File: src/rtl/adder_pkg.sv
// Shared types and helpers for the chunked multicycle adder.
// The FSM walks IDLE -> CALC -> DONE and returns to IDLE once the result is consumed.
package adder_pkg;

    typedef enum logic [1:0] {
        IDLE = 2'd0,
        CALC = 2'd1,
        DONE = 2'd2
    } adder_state_t;

    function automatic int num_chunks(input int width, input int chunk);
        return (chunk > 0) ? width / chunk : 0;
    endfunction

endpackage

File: src/rtl/ripple_carry_adder_n.sv
// Combinational N-bit ripple-carry adder built from a chain of full adders.
module ripple_carry_adder_n #(
    parameter int N = 4
) (
    input  logic [N-1:0] i_a,
    input  logic [N-1:0] i_b,
    input  logic         i_carry_in,
    output logic [N-1:0] o_s,
    output logic         o_carry_out
);

    logic [N:0] carry;

    assign carry[0] = i_carry_in;

    for (genvar i = 0; i < N; i++) begin : g_fa
        assign o_s[i]       = i_a[i] ^ i_b[i] ^ carry[i];
        assign carry[i + 1] = (i_a[i] & i_b[i]) | (carry[i] & (i_a[i] ^ i_b[i]));
    end

    assign o_carry_out = carry[N];

endmodule

File: src/rtl/multicycle_adder.sv
// WIDTH-bit adder/subtractor that processes CHUNK bits per clock through a registered carry.
// Handshakes: a transfer happens on a rising edge where the sender's valid and the receiver's ready are both 1.
module multicycle_adder
    import adder_pkg::*;
#(
    parameter int WIDTH = 16,
    parameter int CHUNK = 4
) (
    input  logic             i_clk,
    input  logic             i_reset,
    input  logic             i_valid,
    output logic             o_ready,
    input  logic [WIDTH-1:0] i_a,
    input  logic [WIDTH-1:0] i_b,
    input  logic             i_carry_in,
    input  logic             i_sub,
    output logic             o_valid,
    input  logic             i_ready,
    output logic [WIDTH-1:0] o_s,
    output logic             o_carry_out,
    output logic             o_overflow,
    output logic             o_zero
);

    localparam int NUM_CHUNKS = num_chunks(WIDTH, CHUNK);
    localparam int CNT_W      = (NUM_CHUNKS > 1) ? $clog2(NUM_CHUNKS) : 1;
    localparam logic [CNT_W-1:0] LAST_CNT = CNT_W'(NUM_CHUNKS - 1);

    if (CHUNK < 1 || NUM_CHUNKS < 1 || (WIDTH % CHUNK) != 0) begin : g_param_check
        $error("multicycle_adder: WIDTH must be a non-zero multiple of CHUNK");
    end

    adder_state_t     state_q, state_d;
    logic [WIDTH-1:0] a_q, a_d;
    logic [WIDTH-1:0] b_q, b_d;
    logic [CNT_W-1:0] cnt_q, cnt_d;
    logic             carry_q, carry_d;
    logic [WIDTH-1:0] s_q, s_d;
    logic             cout_q, cout_d;
    logic             ovf_q, ovf_d;
    logic             zero_q, zero_d;
    logic             valid_q, valid_d;

    logic [CHUNK-1:0] chunk_a;
    logic [CHUNK-1:0] chunk_b;
    logic [CHUNK-1:0] chunk_s;
    logic             chunk_c;

    // One shared chunk adder; the counter selects which slice of the operands it sees.
    assign chunk_a = a_q[cnt_q * CHUNK +: CHUNK];
    assign chunk_b = b_q[cnt_q * CHUNK +: CHUNK];

    ripple_carry_adder_n #(
        .N(CHUNK)
    ) u_chunk_adder (
        .i_a        (chunk_a),
        .i_b        (chunk_b),
        .i_carry_in (carry_q),
        .o_s        (chunk_s),
        .o_carry_out(chunk_c)
    );

    always_comb begin
        state_d = state_q;
        a_d     = a_q;
        b_d     = b_q;
        cnt_d   = cnt_q;
        carry_d = carry_q;
        s_d     = s_q;
        cout_d  = cout_q;
        ovf_d   = ovf_q;
        zero_d  = zero_q;
        valid_d = valid_q;

        case (state_q)
            IDLE: begin
                if (i_valid) begin
                    // Subtraction is A + ~B + ~borrow, so invert both B and the incoming borrow.
                    a_d     = i_a;
                    b_d     = i_sub ? ~i_b : i_b;
                    carry_d = i_carry_in ^ i_sub;
                    cnt_d   = '0;
                    state_d = CALC;
                end
            end
            CALC: begin
                s_d[cnt_q * CHUNK +: CHUNK] = chunk_s;
                carry_d = chunk_c;
                cnt_d   = cnt_q + 1'b1;
                if (cnt_q == LAST_CNT) begin
                    cout_d  = chunk_c;
                    ovf_d   = (a_q[WIDTH-1] == b_q[WIDTH-1]) && (s_d[WIDTH-1] != a_q[WIDTH-1]);
                    zero_d  = (s_d == '0);
                    valid_d = 1'b1;
                    state_d = DONE;
                end
            end
            DONE: begin
                if (i_ready) begin
                    valid_d = 1'b0;
                    state_d = IDLE;
                end
            end
            default: begin
                state_d = IDLE;
            end
        endcase
    end

    always_ff @(posedge i_clk) begin
        if (i_reset) begin
            state_q <= IDLE;
            a_q     <= '0;
            b_q     <= '0;
            cnt_q   <= '0;
            carry_q <= 1'b0;
            s_q     <= '0;
            cout_q  <= 1'b0;
            ovf_q   <= 1'b0;
            zero_q  <= 1'b0;
            valid_q <= 1'b0;
        end else begin
            state_q <= state_d;
            a_q     <= a_d;
            b_q     <= b_d;
            cnt_q   <= cnt_d;
            carry_q <= carry_d;
            s_q     <= s_d;
            cout_q  <= cout_d;
            ovf_q   <= ovf_d;
            zero_q  <= zero_d;
            valid_q <= valid_d;
        end
    end

    assign o_ready     = (state_q == IDLE);
    assign o_valid     = valid_q;
    assign o_s         = s_q;
    assign o_carry_out = cout_q;
    assign o_overflow  = ovf_q;
    assign o_zero      = zero_q;

endmodule

File: config.mk
export PLATFORM = sky130hd
export DESIGN_NAME = multicycle_adder
export DESIGN_NICKNAME = d
export VERILOG_FILES = /design/src/rtl/adder_pkg.sv /design/src/rtl/ripple_carry_adder_n.sv /design/src/rtl/multicycle_adder.sv
export SDC_FILE = /design/constraint.sdc
export NUM_CORES = 1
export LEC_CHECK = 0
export BUFFER_PORTS_ARGS = -buffer_cell sky130_fd_sc_hd__buf_2
export CAP_MARGIN = 20
export CORE_MARGIN = 4
export CORE_UTILIZATION = 24
export DETAILED_ROUTE_END_ITERATION = 10
export PLACE_DENSITY = 0.5
export SETUP_SLACK_MARGIN = 0.02
export SLEW_MARGIN = 20
export SYNTH_ARGS = -nofsm -noshare
export SYNTH_HDL_FRONTEND = slang
export SYNTH_SLANG_ARGS = --single-unit
File: constraint.sdc
create_clock -name i_clk -period 4.1 [get_ports i_clk]
set_input_delay 0.82 -clock i_clk [delete_from_list [all_inputs] [get_ports i_clk]]
set_output_delay 0.82 -clock i_clk [all_outputs]
set_load 0.02 [all_outputs]
* Word-level counts from Yosys, hierarchy flattened *
Index checks and enable logic that the tools add are counted.

storage, ports and cells
  bits in registers = 57
  word-level logic and storage cells = 69
  output and inout port bits = 21
  input bits = 38

operators by class
  reduce and logical (&&, ||, !) cells = 10
  add/subtract/negate cells = 2
  muxes and demuxes = 13
  shift operators = 4
  bitwise gates (word level) = 22
  equal/unequal tests = 8

operators by type and width
  operator                                               count
  negation 4 -> 34 bit                                   1
  variable shift 4 x 34 -> 16 bit, first input constant  1
  indexed part select 4 x 34 -> 16 bit                   1
  indexed part select 16 x 5 -> 4 bit                    2
  bitwise mux 16 bit                                     1
  zero test 16 bit                                       1
  two-way mux 16 bit                                     1
  NOT 16 bit                                             1
  XOR 1 bit                                              9
  AND 1 bit                                              8
  two-way mux 2 bit                                      4
  inequality test 2 bit, second input constant           3
  case mux 2 bit (3 select lines)                        1
  AND reduction 2 bit                                    3
  AND reduction 3 bit                                    2
  == test 2 bit, second input constant                   2
  bitwise OR 1 bit                                       4
  case mux 1 bit (2 select lines)                        2
  case mux 2 bit (2 select lines)                        1
  nonzero test 2 bit                                     2
  two-way mux 1 bit                                      3
  adder 2 x 1 -> 2 bit, second input constant            1
  == test 2 x 1 -> 1 bit, second input constant          1
  zero test 2 bit                                        1
  3 further kinds                                        3

* Longest topological paths before layout *
Gate-level depths: netlist of run 1.

  depth in word-level cells = 13
  mapped depth = 15
  gate-level depth less buffers = 14

* Modules after synthesis *
From an unflattened synthesis of run 1, not the netlist that was laid out.

second synthesis, totals
  cell total of the unflattened synthesis = 320
  area total of the unflattened synthesis = 2,801.4 um^2

modules (own cells, without submodules)
  module                seq. area each (um^2)  instances  cells each  area an instance (um^2)
  multicycle_adder      1,141.1                1          306         2,683.8
  ripple_carry_adder_n  0.0                    1          14          117.6

* Least setup slack after synthesis of run 1 *
Ideal clock, no wire load.

  path type = register to register
  start point = register cnt_q[0]
  end point = register zero_q (netlist: o_zero)
  path buffers = 1
  stages on the path, launching flop included = 16
  library setup time = 0.069 ns
  path slack = 0.496 ns
  period minus slack after synthesis = 3.604 ns
  data arrival time = 3.535 ns
  data required time = 4.031 ns
  path through = dfxtp_1 -> buf_2 -> mux4_2 -> inv_1 -> fa_1 -> inv_1 -> fa_1 -> inv_1 -> fa_1 -> inv_1 -> fa_1 -> nor2b_1 -> a31oi_2 -> o2111ai_1 -> or3_1 -> o21ai_1

between the ends
  cells in the longest elaborated chain, start to end = 12
  elaborated cells between the ends (all ways) = 26
  those cells by class = add/sub: 1; eq/ne: 1; shift: 4; mux: 1; bitwise: 17; reduce/logical: 2

RTL lines
  what                                                           RTL line                                                text
  from (decl)                                                    multicycle_adder.sv:36                                  logic [CNT_W-1:0] cnt_q, cnt_d;
  from (signal assigned)                                         multicycle_adder.sv:126                                 cnt_q <= cnt_d;
  indexed part select 16 x 5 -> 4 bit, on equally long branches  multicycle_adder.sv:50, multicycle_adder.sv:51
  XOR 1 bit                                                      ripple_carry_adder_n.sv:17, ripple_carry_adder_n.sv:18
  AND 1 bit                                                      ripple_carry_adder_n.sv:18                              assign carry[i + 1] = (i_a[i] & i_b[i]) | (carry[i] & (i_a[i] ^ i_b[i]));
  bitwise OR 1 bit                                               ripple_carry_adder_n.sv:18
  AND 1 bit                                                      ripple_carry_adder_n.sv:18
  bitwise OR 1 bit                                               ripple_carry_adder_n.sv:18
  AND 1 bit                                                      ripple_carry_adder_n.sv:18
  bitwise OR 1 bit                                               ripple_carry_adder_n.sv:18
  XOR 1 bit                                                      ripple_carry_adder_n.sv:17                              assign o_s[i] = i_a[i] ^ i_b[i] ^ carry[i];
  indexed part select 4 x 34 -> 16 bit                           multicycle_adder.sv:87                                  s_d[cnt_q * CHUNK +: CHUNK] = chunk_s;
  bitwise mux 16 bit                                             multicycle_adder.sv:87
  zero test 16 bit                                               multicycle_adder.sv:93                                  zero_d = (s_d == '0);
  to (signal assigned)                                           multicycle_adder.sv:131                                 zero_q <= zero_d;
  to (decl)                                                      multicycle_adder.sv:41                                  logic zero_q, zero_d;

Several ways; a longest one is shown, not always the timed one.
A chain may end at the register's enable or synchronous reset.

* Worst setup path after layout of run 1 *
Ends and elaborated chain as after synthesis.

==> flow_summary.toml, run 1 <==
[status]
status = "complete, no violations"

[yosys]
postSynthNetCount = 368
synth.lib_cells_used.distinct = 37
post_synth_instance_area_sq_um = 2790
synth_enable_flop_cells = 0
fraction_of_registers_with_async_set_reset = 0
synth_seq_cells = 57
ys.flop_type = "dfxtp_1"
synth_warnings = 0
syn-instance-count = 320
synthesized_area_per_cell_sq_um = 8.73
synth-seq-area-share = 0.409

[setup_path]
r2r-start = "cnt_q[0]"
crit-reg2reg-capture = "o_zero"
critPathKind = "flop to flop"
worst_ep_arrival_time_ns = 3.95
regToRegSetupSlack_ns = 0.41
critPathCaptureType = "flop"
cp_max_fo = 13
ff2ff_path_depth = 12
worstPathRequired_ns = 4.35
worst_setup_path_start_kind = "flop"

[clock_tree]
clock_latency_at_the_later_pin_of_the_worst_skew_pair_ns = 0.33
worst_setup_hold_path_clk_slew_ns = 0.05
clock_path_buffers = 2
number_of_buffers_added_by_the_clock_tree_synthesis_step = 9
clock_tree_from_tritoncts = "done"
cts_root_buf = "clkbuf_16"
htreeDepth = 3
post_cts.repair.setup_buffers = 0
cts-resized-gates = 0
holdBufCountCts = 0
cts.sink_count = 57

[placement]
place_worst_setup_slack_ns = 0.422
gp_congestion = 0.775
dp_hpwl_mm = 5.26
dpl_cell_area_sq_um = 3200
placement.io_buffers = 58
placed_cells_incl_taps = 504

[floorplanning]
core-area_sq_um = 11400
die_h_um = 116
core.rowCount = 39
start_util = 0.245
die_w_um = 116
io_pins = 59
overall_die_area_sq_um = 13400

[grt]
pin_count_of_the_biggest_net_entering_global_routing = 59
total_gr_overflow = 0
grt_pass1_vias = 2349
antenna_found_initial = 0
grt_pass1_wl_mm = 11.7
track_usage = 0.112

[sta]
fin_ws_ns = 0.409
tightest_slew_ns = 1.05
grt_setup_unrepaired = "no"
finalSetupViolations = 0
totalNegativeSetupSlack_ns = 0
hold_violations = 0
final_min_period_over_clock_period = 0.900
fin_skew_ns = 0.00917
relSlewSlack = 0.300
drv_slew = 0
achievable-frequency_ghz = 0.271
final_period_minus_worst_setup_slack_ns = 3.69

[pwr]
switchingPower_w = 0.000433
comb_power_share = 0.165
cellLeakagePower_nw = 1.38
share_seq_of_total_power = 0.388
power_density_nw_per_um2 = 461
max-vdd-ir-drop_uv = 255
pwr-share-clk = 0.448
switching_share = 0.269
internal-power_w = 0.00117

[hold_path]
hold_path_end = "a_q[3]"
hold_path_class = "flop to flop"
min_from = "a_q[3]"
min_delay_path_depth = 2

[cells_and_area]
stdcell_area_sq_um = 3490
drive_gt1_frac = 0.231
layout.cells.most_common = "buf_2"
layout-area-overhead-vs-synth_pct = 25.0
fin_nets = 420
layout_common_cells = "58 x buf_2, 57 x dfxtp_1, 45 x nand2_1"
n_antenna_cell = 0
final_cells = 520

[routing]
wire_per_inst_um = 13.7
ant_nets = 0
wl_mm = 7.14
routed_via_density = 4.51
drc = 0
first_pass_iters = 4
first_iter_violations = 191
routed-via-count = 2346

[job]
drv_cap = 0
## worst max path at each step
stage          depth (start not counted)  slack [ns]      to      from
3_3_place_gp                          12        0.51  o_zero  cnt_q[0]
3_5_place_dp                          12        0.42  o_zero  cnt_q[0]
4_1_cts                               12        0.40  o_zero  cnt_q[0]
2_1_floorplan                         15        0.50  o_zero  cnt_q[0]
6_report                              12        0.41  o_zero  cnt_q[0]
5_1_grt                               12        0.19  o_zero  cnt_q[0]
## metal layers
metal  track usage  routed length (um)  vias to the layer above
li1              -                   -                     1215
met5             0                   0                        -
met1         0.143                3350                     1067
met3        0.0324                 378                       10
met4        0.0418                 110                        0
met2         0.178                3300                       54
## synthesized netlist by cell type, drive strengths merged (6+ instances only)
master | n | share of area
a211oi | 29 | 0.078
a21oi | 26 | 0.047
a31oi | 13 | 0.031
buf | 9 | 0.017
clkbuf | 12 | 0.016
dfxtp | 57 | 0.41
ha | 6 | 0.027
inv | 11 | 0.015
mux4 | 8 | 0.065
nand2 | 45 | 0.060
nor2 | 37 | 0.050
nor2b | 18 | 0.041
xnor2 | 16 | 0.050
## worst max-delay path: stages, from the launching register on
cell,delay (ns)
dfxtp_1,0.48
buf_4,0.28
mux4_2,0.54
fa_1,0.42
inv_1,0.07
fa_1,0.16
inv_1,0.05
fa_1,0.48
nor2b_1,0.20
a31oi_2,0.28
o2111ai_1,0.16
or3_1,0.39
o21ai_1,0.12
## power groups by stage
stage	combinational [W]	sequential, W	clock (W)
after floorplan	0.000178	0.000641	0
after detailed placement	0.000266	0.000635	0
final	0.000265	0.000623	0.000720
after global routing	0.000297	0.000628	0.000766
after CTS	0.000268	0.000624	0.000735
after global placement	0.000266	0.000635	0
## metrics by stage
stage	hold WS (ns)	util	power [W]
after global placement	0.449	0.280	0.000900
after floorplan	0.433	-	0.000818
after detailed placement	0.449	0.280	0.000902
after CTS	0.456	0.306	0.00163
final	0.453	0.306	0.00161
after global routing	0.472	0.306	0.00169
## cells by family (layout without fill, tap and decap cells)
logic type,Yosys count,in the layout,synth area share
buffers and inverters,32,89,0.0475
XOR/XNOR,17,17,0.0533
AND/OR/NAND/NOR,122,122,0.200
multiplexers,8,8,0.0645
AO/OA/AOI/OAI,74,74,0.170
flip-flops,57,57,0.409
adder cells (fa/ha/maj),10,10,0.0556
## cell type report
class / count / area [sq um]
sequential: 57 / 1140
timing repair buffer: 62 / 320
fill: 1248 / 7930
clock inverter: 5 / 56.3
multi-input combinational: 231 / 1520
inverter: 11 / 41.3
clock buffer: 11 / 233
tap: 143 / 179
## sequential cells by signal, summed over array words and instances (netlist names)
register,flops
o_carry_out,1
cnt_q,2
carry_q,1
b_q,16
state_q,2
o_s,16
o_valid,1
o_overflow,1
a_q,16
o_zero,1
Power figures use the tool's default switching activity.
==> run 2: changes to the inputs <==
--- a/config.mk
+++ b/config.mk
@@ -7,6 +7,7 @@
 export LEC_CHECK = 0
 export BUFFER_PORTS_ARGS = -buffer_cell sky130_fd_sc_hd__buf_2
 export CAP_MARGIN = 20
+export CORE_ASPECT_RATIO = 1.1
 export CORE_MARGIN = 4
 export CORE_UTILIZATION = 24
 export DETAILED_ROUTE_END_ITERATION = 10
==> constraint.sdc (replaced) <==
create_clock -name i_clk -period 4.4 [get_ports i_clk]
set_input_delay 0.88 -clock i_clk [delete_from_list [all_inputs] [get_ports i_clk]]
set_output_delay 0.88 -clock i_clk [all_outputs]
set_load 0.02 [all_outputs]
==> run 2 against run 1 <==
Effect of this change:
- sequential cell count unchanged
- routed wire length is 2.4% lower
- die area hardly changed
- hold slack gained 0.0056 ns
- critical endpoint unchanged
- non-clock buffer count up 1
- count of clock-buffer cells in the layout is 1 lower
- sequential power is 6.6% lower
- core utilization grew 0.46 points
- clock power is 0.8% higher
- final cell count rose by 1.5%
==> flow_summary.toml, run 2 (synthesis gave the netlist of run 1 again) <==
[clock_tree]
clock_path_buffers = 2
post_cts.repair.setup_buffers = 0
cts.sink_count = 57
number_of_buffers_added_by_the_clock_tree_synthesis_step = 9
cts-resized-gates = 0
htreeDepth = 3
clock_tree_from_tritoncts = "done"
cts_root_buf = "clkbuf_16"
holdBufCountCts = 0
worst_setup_hold_path_clk_slew_ns = 0.05
clock_latency_at_the_later_pin_of_the_worst_skew_pair_ns = 0.32

[routing]
routed-via-count = 2370
routed_via_density = 4.49
wire_per_inst_um = 13.2
ant_nets = 0
wl_mm = 6.96
first_iter_violations = 83
drc = 0
first_pass_iters = 4

[cells_and_area]
drive_gt1_frac = 0.235
layout-area-overhead-vs-synth_pct = 27.1
layout.cells.most_common = "buf_2"
fin_nets = 421
n_antenna_cell = 0
post_route_core_utilization = 0.310
stdcell_area_sq_um = 3550
layout_common_cells = "58 x buf_2, 57 x dfxtp_1, 45 x nand2_1"

[grt]
antenna_found_initial = 0
pin_count_of_the_biggest_net_entering_global_routing = 59
total_gr_overflow = 0
track_usage = 0.110
grt_pass1_vias = 2372
grt_pass1_wl_mm = 11.8

[setup_path]
ff2ff_path_depth = 14
worst_setup_path_start_kind = "flop"
timing.critical_path.slowest_cell_delay_ns = 0.61
worstPathRequired_ns = 4.66
worstPathCellList = "mux4_2 > inv_1 > fa_1 > inv_1 > fa_1 > inv_1 > fa_1 > inv_1 > fa_1 > nor2b_1 > a31oi_2 > o2111ai_1 > or3_1 > o21ai_1"
r2r-start = "cnt_q[0]"
regToRegSetupSlack_ns = 0.60
crit-reg2reg-capture = "o_zero"
critPathKind = "flop to flop"
crit_family = "adder cells"
critical-path-slowest-cell = "dfxtp_1"
cp_max_fo = 8
worst_ep_arrival_time_ns = 4.06
critical_path.n_buffers_inverters = 4
critPathCaptureType = "flop"

[status]
status = "complete, no violations"

[pwr]
switchingPower_w = 0.000402
cellLeakagePower_nw = 1.41
power_density_nw_per_um2 = 438
internal-power_w = 0.00115
pwr-share-clk = 0.467
max-vdd-ir-drop_uv = 192
comb_power_share = 0.158
switching_share = 0.258
share_seq_of_total_power = 0.374

[sta]
achievable-frequency_ghz = 0.263
grt_setup_unrepaired = "no"
final_min_period_over_clock_period = 0.864
fin_skew_ns = 0.00444
totalNegativeSetupSlack_ns = 0
relSlewSlack = 0.607
drv_slew = 0
final_period_minus_worst_setup_slack_ns = 3.80
finalSetupViolations = 0
tightest_slew_ns = 0.588
hold_violations = 0
fin_hold_ws_ns = 0.459

[hold_path]
min_from = "a_q[0]"
hold_path_class = "flop to flop"
min_delay_path_depth = 2
hold_path_end = "a_q[0]"

[floorplanning]
die_h_um = 121
io_pins = 59
die_w_um = 111
core-area_sq_um = 11400
core.rowCount = 41
start_util = 0.244
overall_die_area_sq_um = 13400

[placement]
dpl_cell_area_sq_um = 3210
dp_hpwl_mm = 5.14
placement.io_buffers = 58
gp_congestion = 0.834

[job]
drv_cap = 0
run 2: cell types whose count changed in the layout (fill, tap and decap cells not counted), sizes merged:
cell,previous run,this run
bufinv,1,2
clkbuf,11,10
buf,62,63
run 2: area by class of cell:
class / count / area (sq um)
timing repair buffer: 63 / 348
tap: 150 / 188
sequential: 57 / 1140
fill: 1212 / 7890
clock inverter: 6 / 82.6
clock buffer: 10 / 229
multi-input combinational: 231 / 1520
inverter: 11 / 41.3
run 2: per-layer routing:
metal / up-vias / wire length (um) / track usage
met3: 9 / 430 / 0.0354
li1: 1222 / - / -
met2: 62 / 3220 / 0.175
met1: 1077 / 3200 / 0.140
met4: 0 / 112 / 0.0393
met5: - / 0 / 0
run 2: worst min-delay path, delay by kind of cell (launching register included):
family	cells	cell delay, ns
flip-flops	1	0.31
AND/OR/NAND/NOR	1	0.05
AO/OA/AOI/OAI	1	0.05
run 2: per-stage QoR:
step | power, W | cells | setup WS [ns]
2_1_floorplan | 0.000763 | 320 | 0.796
3_3_place_gp | 0.000835 | 511 | 0.695
3_5_place_dp | 0.000838 | 511 | 0.586
4_1_cts | 0.00157 | 527 | 0.572
5_1_grt | 0.00163 | 528 | 0.265
6_report | 0.00155 | 528 | 0.598
run 2: worst max-delay path by stage:
stage / startpoint / to / slack (ns) / cells after the start
6_report: cnt_q[0] / o_zero / 0.60 / 14
3_5_place_dp: cnt_q[0] / o_zero / 0.59 / 14
3_3_place_gp: cnt_q[0] / o_zero / 0.70 / 14
2_1_floorplan: cnt_q[0] / o_zero / 0.80 / 15
4_1_cts: cnt_q[0] / o_zero / 0.57 / 14
5_1_grt: cnt_q[0] / o_zero / 0.27 / 14
run 2: power by group through the flow:
stage          combinational, W  clock, W  sequential (W)
5_1_grt                0.000276  0.000766        0.000587
3_3_place_gp           0.000243         0        0.000592
4_1_cts                0.000246  0.000737        0.000583
3_5_place_dp           0.000245         0        0.000593
6_report               0.000246  0.000726        0.000582
2_1_floorplan          0.000166         0        0.000597
